--- src/rtl/led_sweeper.sv ---
// led_sweeper: a moving-head LED display driver.
// A step timer advances a head position through NUM_LEDS outputs in one
// of four patterns (bounce, up-wrap, down-wrap, fill bar). Each LED is
// driven by a 15-step PWM comparator from a per-LED brightness level.
//
// Handshake: there is no valid/ready pair here; step_pulse is a pure
// one-cycle strobe that is high in the same cycle the new pos/dir values
// first appear on the outputs. No acknowledge is expected.
module led_sweeper #(
    parameter int NUM_LEDS      = 16,
    parameter int CLKS_PER_STEP = 25_000_000,
    parameter int TRAIL_LEN     = 2
) (
    input  logic                        clk,
    input  logic                        rst,
    input  logic                        enable,
    input  logic [1:0]                  mode,
    input  logic [3:0]                  speed,
    input  logic [3:0]                  brightness,
    output logic [$clog2(NUM_LEDS)-1:0] pos,
    output logic                        dir,
    output logic                        step_pulse,
    output logic [NUM_LEDS-1:0]         led
);

    localparam int PW = $clog2(NUM_LEDS);

    // Index constants sized to the position register.
    localparam logic [PW-1:0] POS_ZERO = '0;
    localparam logic [PW-1:0] POS_ONE  = PW'(1);
    localparam logic [PW-1:0] POS_LAST = PW'(NUM_LEDS - 1);
    localparam logic [PW-1:0] POS_PREV = PW'(NUM_LEDS - 2);

    // Base step period at speed 0, held in the 30-bit timer width.
    localparam logic [29:0] BASE_PERIOD = 30'(CLKS_PER_STEP);

    // PWM counter runs 0..14 so that level 15 means fully on.
    localparam logic [3:0] PWM_LAST = 4'd14;

    typedef enum logic [1:0] {
        MODE_BOUNCE = 2'b00,
        MODE_UP     = 2'b01,
        MODE_DOWN   = 2'b10,
        MODE_FILL   = 2'b11
    } mode_e;

    mode_e mode_w;
    assign mode_w = mode_e'(mode);

    // ------------------------------------------------------------------
    // State
    // ------------------------------------------------------------------
    logic [29:0]         cnt_q, cnt_d;
    logic [PW-1:0]       pos_q, pos_d;
    logic                dir_q, dir_d;
    logic                step_pulse_q;
    logic [3:0]          pwm_q, pwm_d;
    logic [NUM_LEDS-1:0] led_q, led_d;

    // ------------------------------------------------------------------
    // Step timer
    // ------------------------------------------------------------------
    logic [29:0] period_raw;
    logic [29:0] period;
    logic        at_end;
    logic        fire;

    // Period is recomputed every cycle; a counter already past the new
    // end point fires immediately rather than wrapping the full range.
    always_comb begin
        period_raw = BASE_PERIOD >> speed;
        period     = (period_raw == 30'd0) ? 30'd1 : period_raw;
        at_end     = (cnt_q >= (period - 30'd1));
        fire       = enable & at_end;
        cnt_d      = cnt_q;
        if (enable) begin
            cnt_d = at_end ? 30'd0 : (cnt_q + 30'd1);
        end
    end

    // ------------------------------------------------------------------
    // Position / direction
    // ------------------------------------------------------------------
    // Next head position; mode is only consulted when a step fires, so a
    // mode change never moves the head on its own.
    always_comb begin
        pos_d = pos_q;
        dir_d = dir_q;
        if (fire) begin
            case (mode_w)
                MODE_BOUNCE: begin
                    if (!dir_q) begin
                        if (pos_q == POS_LAST) begin
                            dir_d = 1'b1;
                            pos_d = POS_PREV;
                        end else begin
                            pos_d = pos_q + POS_ONE;
                        end
                    end else begin
                        if (pos_q == POS_ZERO) begin
                            dir_d = 1'b0;
                            pos_d = POS_ONE;
                        end else begin
                            pos_d = pos_q - POS_ONE;
                        end
                    end
                end
                MODE_DOWN: begin
                    dir_d = 1'b1;
                    pos_d = (pos_q == POS_ZERO) ? POS_LAST : (pos_q - POS_ONE);
                end
                default: begin
                    // Up-wrap and fill bar both walk upward and wrap.
                    dir_d = 1'b0;
                    pos_d = (pos_q == POS_LAST) ? POS_ZERO : (pos_q + POS_ONE);
                end
            endcase
        end
    end

    // ------------------------------------------------------------------
    // PWM phase counter
    // ------------------------------------------------------------------
    // Free-running phase, independent of enable.
    always_comb begin
        pwm_d = (pwm_q == PWM_LAST) ? 4'd0 : (pwm_q + 4'd1);
    end

    // ------------------------------------------------------------------
    // Trail positions
    // ------------------------------------------------------------------
    // trail_idx[k] is the LED index k steps behind the head, or -1 when
    // that trail slot is unused or falls off the strip in bounce mode.
    int trail_idx [1:3];

    // Locate the trailing LEDs behind the head, opposite to dir.
    always_comb begin
        int t;
        t = 0;
        for (int k = 1; k <= 3; k++) begin
            trail_idx[k] = -1;
            t = dir_q ? (int'(pos_q) + k) : (int'(pos_q) - k);
            if (k <= TRAIL_LEN) begin
                if (mode_w == MODE_BOUNCE) begin
                    if ((t >= 0) && (t < NUM_LEDS)) begin
                        trail_idx[k] = t;
                    end
                end else begin
                    trail_idx[k] = ((t % NUM_LEDS) + NUM_LEDS) % NUM_LEDS;
                end
            end
        end
    end

    // ------------------------------------------------------------------
    // Per-LED level and PWM compare
    // ------------------------------------------------------------------
    for (genvar g = 0; g < NUM_LEDS; g++) begin : g_led
        logic [3:0] lvl;

        // Level for this LED; head wins over any trail slot that aliases it,
        // and nearer trail slots win over farther ones.
        always_comb begin
            lvl = 4'd0;
            if (mode_w == MODE_FILL) begin
                if (g <= int'(pos_q)) begin
                    lvl = brightness;
                end
            end else if (g == int'(pos_q)) begin
                lvl = brightness;
            end else begin
                for (int k = 3; k >= 1; k--) begin
                    if (trail_idx[k] == g) begin
                        lvl = brightness >> k;
                    end
                end
            end
        end

        assign led_d[g] = (pwm_q < lvl);
    end

    // ------------------------------------------------------------------
    // Registers
    // ------------------------------------------------------------------
    // Step timer and strobe.
    always_ff @(posedge clk or posedge rst) begin
        if (rst) begin
            cnt_q        <= 30'd0;
            step_pulse_q <= 1'b0;
        end else begin
            cnt_q        <= cnt_d;
            step_pulse_q <= fire;
        end
    end

    // Head position and direction.
    always_ff @(posedge clk or posedge rst) begin
        if (rst) begin
            pos_q <= POS_ZERO;
            dir_q <= 1'b0;
        end else begin
            pos_q <= pos_d;
            dir_q <= dir_d;
        end
    end

    // PWM phase and registered LED drive.
    always_ff @(posedge clk or posedge rst) begin
        if (rst) begin
            pwm_q <= 4'd0;
            led_q <= '0;
        end else begin
            pwm_q <= pwm_d;
            led_q <= led_d;
        end
    end

    assign pos        = pos_q;
    assign dir        = dir_q;
    assign step_pulse = step_pulse_q;
    assign led        = led_q;

endmodule

--- config.mk ---
export PLATFORM = sky130hd
export DESIGN_NAME = led_sweeper
export DESIGN_NICKNAME = d
export VERILOG_FILES = /design/src/rtl/led_sweeper.sv
export SDC_FILE = /design/constraint.sdc
export NUM_CORES = 1
export LEC_CHECK = 0
export CORE_ASPECT_RATIO = 0.5
export CORE_MARGIN = 2
export CORE_UTILIZATION = 45
export CTS_CLUSTER_SIZE = 10
export DETAILED_ROUTE_END_ITERATION = 6
export DONT_BUFFER_PORTS = 1
export GPL_TIMING_DRIVEN = 0
export SYNTH_ARGS = -nofsm -noshare
export SYNTH_HDL_FRONTEND = slang
export SYNTH_SLANG_ARGS = --single-unit
--- constraint.sdc ---
create_clock -name clk -period 3.35 [get_ports clk]
set_clock_uncertainty 0.1 [all_clocks]
set_input_delay 0.335 -clock clk [delete_from_list [all_inputs] [get_ports clk]]
set_output_delay 0.335 -clock clk [all_outputs]
set_load 0.05 [all_outputs]
* Word level (Yosys, flattened, before mapping) *
Index checks and enable logic that the tools add are counted.
W data, S select, Z words.

storage, ports and cells
  memory bits (writable) = 0
  memories = 0
  memory bits (read-only) = 0
  bits of input ports = 13
  register bits = 56
  logic and storage cells = 218
  latch bits = 0

cells by class
  bitwise gates (word level) = 5
  divide/modulo/power cells = 0
  equal/unequal tests = 49
  shift operators = 1
  mux-type cells = 98
  order comparisons = 36
  multipliers = 0
  reductions and logical operators = 12
  add/sub/neg operators = 11

operators by type and width
  cell                     count
  $eq A32 B5 Y1 const B    16
  $mux W4                  67
  $eq A32 B4 Y1 const B    8
  $mux W32                 6
  $eq A32 B3 Y1 const B    4
  $eq A32 B2 Y1 const B    2
  $ge A32 B1 Y1 const B    2
  $logic_not A32 Y1        2
  $lt A32 B6 Y1 const B    2
  $lt A4 B4 Y1             16
  $mux W30                 2
  $eq A4 B4 Y1 const A     8
  $le A4 B4 Y1 const A     8
  $mux W2                  16
  $add A30 B1 Y30 const B  1
  $ge A30 B30 Y1           1
  $logic_not A30 Y1        1
  $shr A25 B4 Y30 const A  1
  $sub A30 B1 Y30 const B  1
  $eq A3 B4 Y1 const A     4
  $le A3 B4 Y1 const A     4
  $reduce_or A4 Y1         4
  $add A5 B6 Y7 const B    2
  $add A4 B1 Y4 const B    2
  other kinds (19)         32

* Depth between registers and ports, before layout *
Gate-level depths: netlist of run 1.

  depth in word-level cells = 14
  gate-level depth with buffers = 18
  mapped depth without buffers = 16

* Worst setup path after synthesis of run 1 *
OpenSTA, ideal clock, no wires.

  path kind = register to register
  from = register pos_q[2], in the netlist pos[2]
  to = register led_q[15], in the netlist led[15]
  clock period less this slack = 3.731 ns
  data required time = 3.167 ns
  arrival = 3.549 ns
  slack = -0.381 ns
  cell stages (with the launch flop) = 16
  library setup time = 0.083 ns
  path buffers = 2
  path through = dfrtp_1 > buf_4 > inv_2 > clkbuf_1 > ha_1 > nand2_1 > a31oi_2 > xnor2_2 > nor2_1 > nand4_1 > a2bb2oi_1 > a21oi_1 > ha_1 > a2111oi_0 > o21ai_0 > o21ai_0

on the way
  cells in the longest elaborated chain, start to end = 13
  elaborated cells on any way between the ends = 36
  those cells by class = add/sub (6); order compare (6); eq/ne (3); mux (11); bitwise (4); reduce/logical (6)

RTL lines
  item                                                    line  source
  start: declaration                                      54    logic [PW-1:0] pos_q, pos_d;
  start signal: assignment                                203   pos_q <= pos_d;
  branches (longest 11 deep; another with $ge A32 B1 Y1)  n/a
  $mux W4 (*)                                             165   if (mode_w == MODE_FILL) begin
  $lt A4 B4 Y1 (*)                                        180   assign led_d[g] = (pwm_q < lvl);
  via led_d[15]                                           58    logic [NUM_LEDS-1:0] led_q, led_d;
  end signal: assignment                                  215   led_q <= led_d;
  end: declaration                                        58

Mark *: on every way through the listed nets, which the timed path passes.
A chain may end at the register's enable or synchronous reset.

* Final worst setup path of run 1 *
  from = register pos_q[2], in the netlist pos[2]
  to = register led_q[1], in the netlist led[1]

on the way
  cells in the longest elaborated chain, start to end = 13
  elaborated cells on any way between the ends = 36
  those cells by class = add/sub (6); order compare (6); eq/ne (3); mux (11); bitwise (4); reduce/logical (6)

RTL lines
  item                                                    line
  branches (longest 11 deep; another with $ge A32 B1 Y1)  n/a
  $mux W4 (*)                                             165
  $lt A4 B4 Y1 (*)                                        180
  via led_d[1]                                            58

Marked as above.

==> impl_table.tex, run 1 <==
\begin{tabular}{lr}
\hline
Metric & Value \\
\hline
\multicolumn{2}{l}{\textbf{Clock tree}} \\
Clock latency on the worst-skew pair & $\sim$320 ps \\
CTS Buf Count & 5 \\
Number of sinks handled by clock tree synthesis & 56 \\
CTS tree & done \\
Max Root-Sink Buffers & 2 \\
Clock transition at the registers of the reported paths & $\sim$100 ps \\
CTS H-Tree Depth & 2 \\
CTS root buf & sky130\_fd\_sc\_hd\_\_clkbuf\_16 \\
\multicolumn{2}{l}{\textbf{Layout}} \\
Area growth, synth to finish & 24.4\% \\
Count of filler cells inserted in the layout & approximately 1,300 \\
Final net count & between 1,000 and 1,500 \\
Antenna diode count & 0 \\
Share of layout cells above drive strength 1 & $\sim$23\% \\
\multicolumn{2}{l}{\textbf{Global routing}} \\
Number of antenna violations at the first check in global routing & 1 \\
Global-route total usage across every layer & 30.7\% \\
First-pass GRT wire length & roughly 38 mm \\
Vias in the first global route & 6,866 \\
Largest net degree at the start of global routing & 40 \\
Grt ovf & 0 \\
\multicolumn{2}{l}{\textbf{STA}} \\
Final Slew Violations & 0 \\
Post-route setup TNS & -628 ps \\
Tcrit/Tclk final & 104\% \\
Max Clk Rate & between 200 and 300 MHz \\
Clock period minus worst slack & $\sim$3500 ps \\
Unrepaired setup endpoints after global routing & true \\
Setup slack after layout & -125 ps \\
Fin Hold WS & between 150 and 200 ps \\
Number of setup violations in the final report & 10 \\
Worst relative slew slack & between 30 and 40\% \\
Worst slew pin tran & 945 ps \\
Final Hold Fails & 0 \\
\multicolumn{2}{l}{\textbf{Die}} \\
Die Span Y & around 90 um \\
Die area & about 0.016 mm\^{}2 \\
Starting density of the core & a little under half \\
Ports placed on the boundary & 35 \\
Core box area & between 0.01 and 0.015 mm\^{}2 \\
Die X & $\sim$180 um \\
Row count & 31 \\
\multicolumn{2}{l}{\textbf{Setup path}} \\
Arrival time at the worst endpoint & between 3000 and 4000 ps \\
Cells traversed along the worst timing path & buf\_8 -> clkinv\_8 -> clkbuf\_16 -> ha\_4 -> ha\_4 -> mux2\_4 -> nand4\_1 -> o21ai\_2 -> a31oi\_4 -> a21oi\_2 -> a31oi\_1 -> ha\_1 -> nand2\_2 -> a21oi\_2 -> o211ai\_1 -> a31oi\_1 -> a211oi\_2 \\
Crit path max-delay cell type & sky130\_fd\_sc\_hd\_\_dfrtp\_4 \\
CP max FO & 6 \\
Category of the critical setup timing path & reg2reg \\
Launching element type of the critical path & flop \\
Element type at the critical path end & flop \\
Endpoint required time on the critical path & 3470 ps \\
CP max stage delay & between 500 and 600 ps \\
\multicolumn{2}{l}{\textbf{Power and ir drop}} \\
Share of power burned in registers & 44.0\% \\
Clock network power share & between 30 and 40\% \\
Total power consumption of the routed design & approximately 1.8 mW \\
Power density over the cells & around 220 mW/mm\^{}2 \\
Net switching power & roughly 0.66 mW \\
Share of total power consumed by net switching & between 30 and 40\% \\
Maximum vdd ir drop & around 0.22 mV \\
Proportion of power drawn by combinational gates & 22.4\% \\
Leak & between 3 and 4 nW \\
Internal power component & $\sim$1.2 mW \\
\multicolumn{2}{l}{\textbf{Logic synthesis}} \\
Cells taking the most area after synthesis & sky130\_fd\_sc\_hd\_\_dfrtp\_1, sky130\_fd\_sc\_hd\_\_ha\_1, sky130\_fd\_sc\_hd\_\_nand2\_1 \\
Area share of the largest cell type after synthesis & 20.9\% \\
Sequential element share of the synthesized area & a little over a fifth \\
Dominant cell type by area after synthesis & sky130\_fd\_sc\_hd\_\_dfrtp\_1 \\
Proportion of register bits with asynchronous set or reset after synthesis & 100\% \\
Yosys cell types & 76 \\
Cell area after synthesis & about 0.0067 mm\^{}2 \\
Post-synthesis sequential element count & 56 \\
Gate count of the mapped netlist & 866 \\
Dominant register cell in the synthesized netlist & sky130\_fd\_sc\_hd\_\_dfrtp\_1 \\
Post-synth EDFFs & 0 \\
Count of yosys warnings during synthesis & 0 \\
Mean post-synth cell area & a little under 8 um\^{}2 \\
Most numerous cell in the Yosys netlist & sky130\_fd\_sc\_hd\_\_nand2\_1 \\
List of most frequent post-synthesis cells & sky130\_fd\_sc\_hd\_\_nand2\_1, sky130\_fd\_sc\_hd\_\_ha\_1, sky130\_fd\_sc\_hd\_\_nor2\_1 \\
\multicolumn{2}{l}{\textbf{Route}} \\
Via density per instance & 6.60 \\
Detailed Routing Iterations Pass 1 & 7 \\
Post-route DRC violation count & 0 \\
Routed WL & roughly 25 mm \\
Remaining number of nets flagged by the antenna check after routing & 0 \\
Number of DRC violations after detailed-routing iteration 0 & 719 \\
Vias after detailed routing & roughly 7,400 \\
Routed WL per cell & around 22 um \\
\multicolumn{2}{l}{\textbf{Place}} \\
Total of buffers placed on input and output ports & 0 \\
Detailed Place HPWL & 17.5 mm \\
Weighted congestion reported at the end of routability-driven placement & about 1.1 \\
Placement Setup Slack & -886 ps \\
\multicolumn{2}{l}{\textbf{Status}} \\
Run status & finished, violations left \\
Failing checks & setup timing \\
\multicolumn{2}{l}{\textbf{Run}} \\
Maximum capacitance violations & 0 \\
\multicolumn{2}{l}{\textbf{Hold path}} \\
Class of the tightest hold or removal check & in2reg \\
\hline
\end{tabular}
worst max-delay path, delay by kind of cell (launching register included):
kind | cells | cell delay (ps)
adders and majority gates | 3 | 820
buffers and inverters | 3 | 370
AOI/OAI and AO/OA | 8 | 1030
and+or+nand+nor | 2 | 300
muxes | 1 | 190
DFF | 1 | 570
kinds of logic (layout without fill, tap and decap cells):
kind of cell               Yosys count  after routing  share of synthesized area (%)
AOI/OAI and AO/OA                  287            287                           28.3
xor gates and xnor gates            35             35                           4.90
adders and majority gates           92             92                           17.1
buffers and inverters               72            133                           4.72
DFF                                 56             56                           20.9
muxes                                6              6                          0.988
other                                1              5                         0.0559
and+or+nand+nor                    317            317                           23.0
path summary, 6_finish.rpt:
| path | start | end | slack (ps) | cells past startpoint |
|---|---|---|---|---|
| max | pos[2] | led[1] | -120 | 17 |
| min | enable | cnt_q[5] | 180 | 3 |
| max reg2reg | pos[2] | led[1] | -120 | 17 |
| min reg2reg | cnt_q[29] | cnt_q[29] | 450 | 2 |
| max in group asynchronous | rst | pos[1] | 2180 | 3 |
| min in group asynchronous | rst | led[3] | 380 | 2 |
power groups by stage:
stage / combinational (mW) / sequential [mW] / clock, mW
after detailed placement: 0.368 / 0.811 / 0
after floorplan: 0.277 / 0.795 / 0
after global routing: 0.454 / 0.806 / 0.651
final: 0.407 / 0.799 / 0.612
after global placement: 0.360 / 0.811 / 0
after CTS: 0.379 / 0.798 / 0.628
stage by stage:
| step | cell area, um^2 | utilization, % | std cells |
|---|---|---|---|
| final | 8350 | 57.6 | 1129 |
| after global routing | 8350 | 57.6 | 1129 |
| after CTS | 7770 | 53.6 | 1101 |
| after detailed placement | 7020 | 48.4 | 1069 |
| after global placement | 7000 | 48.2 | 1068 |
| after floorplan | 6750 | - | 870 |
state kept, by name, indices dropped and copies added (netlist names):
signal and cells:
pwm_q 4, pos 4, cnt_q 30, led 16
dir 1, step_pulse 1
repair_timing:
item                                   CTS  global route
pin swaps                               26            55
setup endpoints to repair               50            50
gates resized for setup                 93            84
hold buffers                             1             0
setup buffers                           25            28
endpoints found under the hold margin   17             0
layer usage:
metal	part of all wire, %	track usage, %	wire length (um)	vias up
li1	-	-	-	3361
met1	44	40.6	11000	3584
met2	43	48.1	10900	404
met3	9.7	8.38	2450	100
met4	3.8	10.6	950	0
met5	0	0	0	-
placed cells by master (no fill, tap or decap), drive strengths merged, types with 4 or more instances in the layout:
cell,instances
o22ai,15
a22o,5
a211oi,11
a21oi,56
a21o,20
and3,10
o31ai,9
nand3b,4
a22oi,8
o211ai,7
nor2,79
nand4,16
nor2b,7
xor2,14
mux2i,4
and2,5
a32oi,16
xnor2,21
o21ai,73
nand2b,11
nand2,112
nand3,30
nor4,5
a21boi,7
conb,5
o221ai,7
buf,78
dfrtp,56
ha,92
or3,7
clkbuf,28
a31oi,26
nor3,17
or2,4
inv,21
area by class of cell:
type / count / area, um^2 / share of cell area (%)
Sequential cell: 56 / 1420 / 17.0
Tap cell: 198 / 248 / 2.97
Clock buffer: 5 / 125 / 1.50
Inverter: 22 / 115 / 1.38
Buffer: 48 / 304 / 3.64
Clock inverter: 3 / 28.8 / 0.345
Multi-Input combinational cell: 742 / 5630 / 67.4
Timing Repair Buffer: 55 / 482 / 5.77
No activity file was read; power rests on OpenSTA's default activity.
==> run 2, diff against run 1 <==
clock period = 3.4 ns   (was 3.35 ns; I/O delays follow)
==> impl_table.tex, run 2 (synthesis gave the netlist of run 1 again) <==
\begin{tabular}{lr}
\hline
Metric & Value \\
\hline
\multicolumn{2}{l}{\textbf{Route}} \\
Via density per instance & 6.47 (-1.9\%) \\
Routed WL per cell & 22.5 um (+0.57\%) \\
Number of DRC violations after detailed-routing iteration 0 & 824 (+15\%) \\
Post-route DRC violation count & 0 (unchanged) \\
Remaining number of nets flagged by the antenna check after routing & 0 (unchanged) \\
Detailed Routing Iterations Pass 1 & 6 (-1) \\
Routed WL & 25.5 mm (+0.75\%) \\
Vias after detailed routing & 7,319 (-1.7\%) \\
\multicolumn{2}{l}{\textbf{Global routing}} \\
GR met1 Demand/Resource & 44.1\% (+3.5 points) \\
Global-route total usage across every layer & 31.6\% (+0.91 points) \\
Grt ovf & 0 (unchanged) \\
First-pass GRT wire length & 39.0 mm (+1.9\%) \\
Most used routing layer & met2 \\
GR met2 Demand/Resource & 47.7\% (-0.49 points) \\
Vias in the first global route & 6,778 (-1.3\%) \\
Global Route met3 Usage & 7.07\% (-1.3 points) \\
Number of antenna violations at the first check in global routing & 0 (-1) \\
Largest net degree at the start of global routing & 40 (unchanged) \\
\multicolumn{2}{l}{\textbf{Power and ir drop}} \\
Leak & 3.45 nW (-0.71\%) \\
Proportion of power drawn by combinational gates & 22.6\% (+0.2 points) \\
Total power consumption of the routed design & 1.79 mW (-1.7\%) \\
Share of total power consumed by net switching & 35.6\% (-0.44 points) \\
Clock network power share & 33.3\% (-0.4 points) \\
Maximum vdd ir drop & 0.190 mV (-13\%) \\
Internal power component & 1.15 mW (-0.98\%) \\
Net switching power & 0.636 mW (-2.9\%) \\
Share of power burned in registers & 44.1\% (about the same) \\
Power density over the cells & 219 mW/mm\^{}2 (+0.62\%) \\
\multicolumn{2}{l}{\textbf{Setup path}} \\
Depth of the most critical reg-to-reg path & 14 (-3) \\
Endpoint required time on the critical path & 3510 ps (+40 ps) \\
CP max FO & 12 (+6) \\
Element type at the critical path end & flop \\
Reg2reg setup slack & -140 ps (-20 ps) \\
Cells traversed along the worst timing path & buf\_8 -> clkinv\_8 -> ha\_4 -> nor4b\_2 -> o21ai\_2 -> nor2b\_4 -> buf\_4 -> nand2\_1 -> o22ai\_2 -> a22oi\_1 -> ha\_1 -> a2111oi\_2 -> o21ai\_0 -> a31oi\_1 \\
Crit path to & led[9] \\
Arrival time at the worst endpoint & 3650 ps (+60 ps) \\
Launching element type of the critical path & flop \\
Number of buffer and inverter instances along the worst setup path & 3 (unchanged) \\
CP max stage delay & 600 ps (+30 ps) \\
Critical Path Source & pos[0] \\
Category of the critical setup timing path & reg2reg \\
Crit path max-delay cell type & sky130\_fd\_sc\_hd\_\_dfrtp\_4 \\
Cell family with the largest share of critical-path delay & compound AO/OA/AOI/OAI gates \\
Stages on worst setup path & 14 (-3) \\
Reg-to-reg critical path startpoint & pos[0] \\
Terminus of the critical flop-to-flop path & led[9] \\
\multicolumn{2}{l}{\textbf{Die}} \\
Row count & 31 (unchanged) \\
Die Span Y & 90.4 um (unchanged) \\
Die X & 177 um (unchanged) \\
Die area & 0.0160 mm\^{}2 (unchanged) \\
Ports placed on the boundary & 35 (unchanged) \\
Starting density of the core & 46.3\% (unchanged) \\
Core box area & 0.0145 mm\^{}2 (unchanged) \\
\multicolumn{2}{l}{\textbf{Clock tree}} \\
Number of sinks handled by clock tree synthesis & 56 (unchanged) \\
CTS H-Tree Depth & 2 (unchanged) \\
Max Root-Sink Buffers & 2 (unchanged) \\
Clock transition at the registers of the reported paths & 80 ps (-20 ps) \\
CTS tree & done \\
CTS root buf & sky130\_fd\_sc\_hd\_\_clkbuf\_16 \\
CTS Buf Count & 5 (unchanged) \\
Clock latency on the worst-skew pair & 310 ps (about the same) \\
\multicolumn{2}{l}{\textbf{Layout}} \\
Core utilization of the finished layout & 56.3\% (-1.3 points) \\
Number of flip-flops under the largest register name & 30 (unchanged) \\
Area growth, synth to finish & 21.6\% \\
Most common cell after layout, fill and taps aside & sky130\_fd\_sc\_hd\_\_nand2\_1 \\
Share of layout cells above drive strength 1 & 20.4\% (-2.2 points) \\
Commonest cells after routing, fill and taps aside & sky130\_fd\_sc\_hd\_\_nand2\_1, sky130\_fd\_sc\_hd\_\_ha\_1, sky130\_fd\_sc\_hd\_\_nor2\_1 \\
Fin cells & 1,131 (+0.18\%) \\
Antenna diode count & 0 (unchanged) \\
Reg with most FFs & cnt\_q \\
Final net count & 1,037 (+0.19\%) \\
\multicolumn{2}{l}{\textbf{STA}} \\
Max Clk Rate & 282 MHz (-1.9\%) \\
Worst slew pin tran & 993 ps (+47.9 ps) \\
Tcrit/Tclk final & 104\% (+0.41 points) \\
Clock period minus worst slack & 3540 ps (+65.8 ps) \\
Final Hold Fails & 0 (unchanged) \\
Unrepaired setup endpoints after global routing & true \\
Final Slew Violations & 0 (unchanged) \\
Setup slack after layout & -141 ps (-15.8 ps) \\
Number of setup violations in the final report & 10 (unchanged) \\
Worst relative slew slack & 33.8\% (-3.2 points) \\
\multicolumn{2}{l}{\textbf{Place}} \\
Cell count after placement & 1,069 (unchanged) \\
Total of buffers placed on input and output ports & 0 (unchanged) \\
Detailed Place HPWL & 18.0 mm (+2.7\%) \\
Weighted congestion reported at the end of routability-driven placement & 1.01 (-7.6\%) \\
\multicolumn{2}{l}{\textbf{Status}} \\
Failing checks & setup timing \\
Run status & finished, violations left \\
\multicolumn{2}{l}{\textbf{Run}} \\
Maximum capacitance violations & 0 (unchanged) \\
\multicolumn{2}{l}{\textbf{Hold path}} \\
Class of the tightest hold or removal check & in2reg \\
\hline
\end{tabular}
-- run 2: cell types whose count changed in the layout (fill, tap and decap cells not counted), sizes merged --
cell / previous run / this run
clkinvlp: 1 / 2
buf: 78 / 82
clkinv: 3 / 2
clkbuf: 28 / 27
clkdlybuf4s18: 1 / 0
-- run 2: routing by layer --
layer / vias to the layer above / wire, um
met3: 94 / 2340
met2: 385 / 10800
met1: 3466 / 11300
met5: - / 0
met4: 0 / 1090
li1: 3374 / -
-- run 2: worst reg2reg max path: cells and delay by family (launching register included) --
family	cells	cell delay, ps
buffers and inverters	3	460
and+or+nand+nor	3	490
AOI/OAI and AO/OA	6	1340
adders and majority gates	2	460
DFF	1	600
-- run 2: repair_timing --
action / 4_1_cts / 5_1_grt
hold buffers: 1 / 0
cloned: 0 / 1
pin swaps: 22 / 32
hold endpoints to repair: 17 / 0
setup buffers: 28 / 25
resized for setup: 85 / 63
setup endpoints to repair: 50 / 50
-- run 2: power by group through the flow --
stage | Clock, mW | Sequential [mW] | Combinational (mW)
6_report | 0.596 | 0.789 | 0.404
5_1_grt | 0.636 | 0.798 | 0.457
4_1_cts | 0.614 | 0.790 | 0.373
3_5_place_dp | 0 | 0.803 | 0.363
3_3_place_gp | 0 | 0.800 | 0.355
2_1_floorplan | 0 | 0.783 | 0.273
-- run 2: through the flow --
| stage | setup TNS [ps] | setup WS (ps) | area, um^2 | hold WS [ps] |
|---|---|---|---|---|
| detailed placement | -29620 | -1030 | 7000 | 165 |
| CTS | -14.4 | -14.4 | 7740 | 195 |
| finish | -544 | -141 | 8160 | 202 |
| floorplan | -39.3 | -39.3 | 6740 | 407 |
| global route | -2080 | -253 | 8160 | 208 |
| global placement | -28550 | -1080 | 6980 | 434 |
-- run 2: worst min-delay path by stage --
stage | slack (ps) | start | depth (start not counted) | to
after floorplan | 410 | cnt_q[2] | 1 | cnt_q[2]
after global placement | 430 | cnt_q[29] | 2 | cnt_q[29]
after detailed placement | 170 | rst | 1 | led[7]
after CTS | 190 | enable | 3 | cnt_q[5]
after global routing | 210 | enable | 3 | cnt_q[5]
final | 200 | enable | 3 | cnt_q[5]
-- run 2: area by class of cell --
class | instances | area [um^2]
flip-flops and latches | 56 | 1420
clock buffers | 5 | 125
well taps | 198 | 248
clock inverters | 3 | 28.8
fillers | 1390 | 6350
repair buffers | 56 | 479
plain buffers | 49 | 312
multi-input cells | 742 | 5440
inverters | 22 | 114
==> run 3, diff against run 2 <==
MAX_ROUTING_LAYER = met4   (was default)
==> impl_table.tex, run 3 (synthesis gave the netlist of run 1 again) <==
\begin{tabular}{lr}
\hline
Metric & Value \\
\hline
\multicolumn{2}{l}{\textbf{Status}} \\
Run status & finished, violations left \\
Failing checks & DRC, setup timing \\
\multicolumn{2}{l}{\textbf{Setup path}} \\
Terminus of the critical flop-to-flop path & led[9] \\
CP max FO & 6 (-6) \\
Reg-to-reg critical path startpoint & pos[2] \\
Reg2reg setup slack & -90 ps (+50 ps) \\
Arrival time at the worst endpoint & 3590 ps (-60 ps) \\
CP max stage delay & 600 ps (about the same) \\
Category of the critical setup timing path & reg2reg \\
Depth of the most critical reg-to-reg path & 14 (unchanged) \\
Endpoint required time on the critical path & 3510 ps (about the same) \\
Element type at the critical path end & flop \\
Cells traversed along the worst timing path & buf\_8 -> inv\_8 -> clkbuf\_16 -> ha\_4 -> nand2\_4 -> a31oi\_4 -> xnor2\_2 -> nand2\_2 -> o22ai\_2 -> a22oi\_1 -> ha\_1 -> a2111oi\_2 -> o21ai\_1 -> a31oi\_1 \\
Launching element type of the critical path & flop \\
Crit path max-delay cell type & sky130\_fd\_sc\_hd\_\_dfrtp\_4 \\
\multicolumn{2}{l}{\textbf{Route}} \\
Number of DRC violations after detailed-routing iteration 0 & 693 (-16\%) \\
Detailed Routing Iterations Pass 1 & 7 (+1) \\
Via density per instance & 6.50 (+0.46\%) \\
Routed WL & 24.4 mm (-4.3\%) \\
Vias after detailed routing & 7,262 (-0.78\%) \\
Routed WL per cell & 21.8 um (-3.1\%) \\
Post-route DRC violation count & 3 (+3) \\
Remaining number of nets flagged by the antenna check after routing & 0 (unchanged) \\
\multicolumn{2}{l}{\textbf{Hold path}} \\
Hold Path Stages & 3 (unchanged) \\
Hold-critical path endpoint & cnt\_q[5] \\
Class of the tightest hold or removal check & in2reg \\
Hold path startpoint & enable \\
\multicolumn{2}{l}{\textbf{Layout}} \\
Reg with most FFs & cnt\_q \\
Area of combinational cells with multiple inputs & 0.00543 mm\^{}2 (about the same) \\
Number of flip-flops under the largest register name & 30 (unchanged) \\
Fin cells & 1,117 (-1.2\%) \\
Share of layout cells above drive strength 1 & 19.4\% (-1.0 points) \\
Most common cell after layout, fill and taps aside & sky130\_fd\_sc\_hd\_\_nand2\_1 \\
Area growth, synth to finish & 19.2\% \\
Final net count & 1,023 (-1.4\%) \\
Count of filler cells inserted in the layout & 1,389 (-0.072\%) \\
Commonest cells after routing, fill and taps aside & sky130\_fd\_sc\_hd\_\_nand2\_1, sky130\_fd\_sc\_hd\_\_ha\_1, sky130\_fd\_sc\_hd\_\_nor2\_1 \\
FF/Latch Area & 0.00142 mm\^{}2 (unchanged) \\
Antenna diode count & 0 (unchanged) \\
\multicolumn{2}{l}{\textbf{STA}} \\
Number of setup violations in the final report & 3 (-7) \\
Tcrit/Tclk final & 103\% (-1.6 points) \\
Final Slew Violations & 0 (unchanged) \\
Fin Hold WS & 195 ps (-6.65 ps) \\
Final Hold Fails & 0 (unchanged) \\
Clock period minus worst slack & 3490 ps (-53.2 ps) \\
Max Clk Rate & 287 MHz (+1.5\%) \\
Worst slew pin tran & 986 ps (-6.97 ps) \\
Setup slack after layout & -87.5 ps (+53.2 ps) \\
Worst relative slew slack & 34.3\% (+0.46 points) \\
Unrepaired setup endpoints after global routing & true \\
\multicolumn{2}{l}{\textbf{Global routing}} \\
Global-route total usage across every layer & 31.7\% (+0.11 points) \\
Vias in the first global route & 6,788 (+0.15\%) \\
Largest net degree at the start of global routing & 40 (unchanged) \\
Grt ovf & 0 (unchanged) \\
First-pass GRT wire length & 38.3 mm (-1.8\%) \\
Number of antenna violations at the first check in global routing & 0 (unchanged) \\
\multicolumn{2}{l}{\textbf{Place}} \\
Placement Setup Slack & -1080 ps (-59.5 ps) \\
Total of buffers placed on input and output ports & 0 (unchanged) \\
Detailed Place HPWL & 17.5 mm (-2.6\%) \\
Weighted congestion reported at the end of routability-driven placement & 1.08 (+7.0\%) \\
Cell count after placement & 1,069 (unchanged) \\
\multicolumn{2}{l}{\textbf{Die}} \\
Ports placed on the boundary & 35 (unchanged) \\
Die Span Y & 90.4 um (unchanged) \\
Row count & 31 (unchanged) \\
Core box area & 0.0145 mm\^{}2 (unchanged) \\
Starting density of the core & 46.3\% (unchanged) \\
Die X & 177 um (unchanged) \\
Die area & 0.0160 mm\^{}2 (unchanged) \\
\multicolumn{2}{l}{\textbf{Clock tree}} \\
Max Root-Sink Buffers & 2 (unchanged) \\
CTS H-Tree Depth & 2 (unchanged) \\
CTS root buf & sky130\_fd\_sc\_hd\_\_clkbuf\_16 \\
CTS tree & done \\
Number of sinks handled by clock tree synthesis & 56 (unchanged) \\
Clock latency on the worst-skew pair & 310 ps (about the same) \\
CTS Buf Count & 5 (unchanged) \\
Clock transition at the registers of the reported paths & 80 ps (about the same) \\
\multicolumn{2}{l}{\textbf{Power and ir drop}} \\
Maximum vdd ir drop & 0.209 mV (+10\%) \\
Leak & 3.37 nW (-2.3\%) \\
Total power consumption of the routed design & 1.77 mW (-1.0\%) \\
Power density over the cells & 221 mW/mm\^{}2 (+0.95\%) \\
\multicolumn{2}{l}{\textbf{Run}} \\
Maximum capacitance violations & 0 (unchanged) \\
\hline
\end{tabular}
-- run 3: area by class of cell --
| type | count | share of cell area (%) |
|---|---|---|
| Timing Repair Buffer | 42 | 4.16 |
| Inverter | 22 | 1.38 |
| Multi-Input combinational cell | 742 | 67.9 |
| Tap cell | 198 | 3.10 |
| Sequential cell | 56 | 17.7 |
| Clock buffer | 5 | 1.56 |
| Clock inverter | 3 | 0.360 |
| Buffer | 49 | 3.85 |
-- run 3: worst max path at each step --
stage               to  depth (start not counted)    from  slack [ps]
2_1_floorplan  led[15]                         14  pos[2]         -40
3_3_place_gp    led[9]                         13  pos[0]       -1120
3_5_place_dp    led[9]                         13  pos[0]       -1080
4_1_cts         led[6]                         15  pos[1]         0.6
5_1_grt         led[1]                         17  pos[2]        -200
6_report        led[9]                         14  pos[2]         -90
-- run 3: what timing repair did --
item                                    4_1_cts  5_1_grt
setup buffers                                23       16
cloned                                        0        1
pin swaps                                    27       24
hold buffers                                  1        0
resized for setup                            90       52
endpoints found under the setup margin       50       51
hold endpoints to repair                     17        0
-- run 3: power breakdown --
group / switching, mW / internal [mW]
Sequential: 0.0824 / 0.705
Clock: 0.307 / 0.286
Combinational: 0.237 / 0.152
-- run 3: metrics by stage --
step,setup TNS (ps),utilization (%),area (um^2)
after CTS,0,53.1,7700
final,-186,55.2,8000
after global routing,-1440,55.2,8000
after global placement,-26490,48.1,6980
after floorplan,-39.3,-,6740
after detailed placement,-27680,48.3,7000
-- run 3: critical path, delay by kind of cell, from the launching register on --
kind | cells | cell delay [ps]
buffers and inverters | 3 | 390
and+or+nand+nor | 2 | 280
xor gates and xnor gates | 1 | 250
adders and majority gates | 2 | 390
DFF | 1 | 600
AOI/OAI and AO/OA | 6 | 1350
-- run 3: routing by layer --
metal / up-vias / share of wire [%] / track usage (%) / wire length, um
li1: 3333 / - / - / -
met1: 3487 / 44 / 41.6 / 10800
met2: 370 / 43 / 47.2 / 10500
met3: 72 / 9.1 / 8.75 / 2210
met4: 0 / 3.2 / 10.3 / 784
met5: - / 0 / - / 0
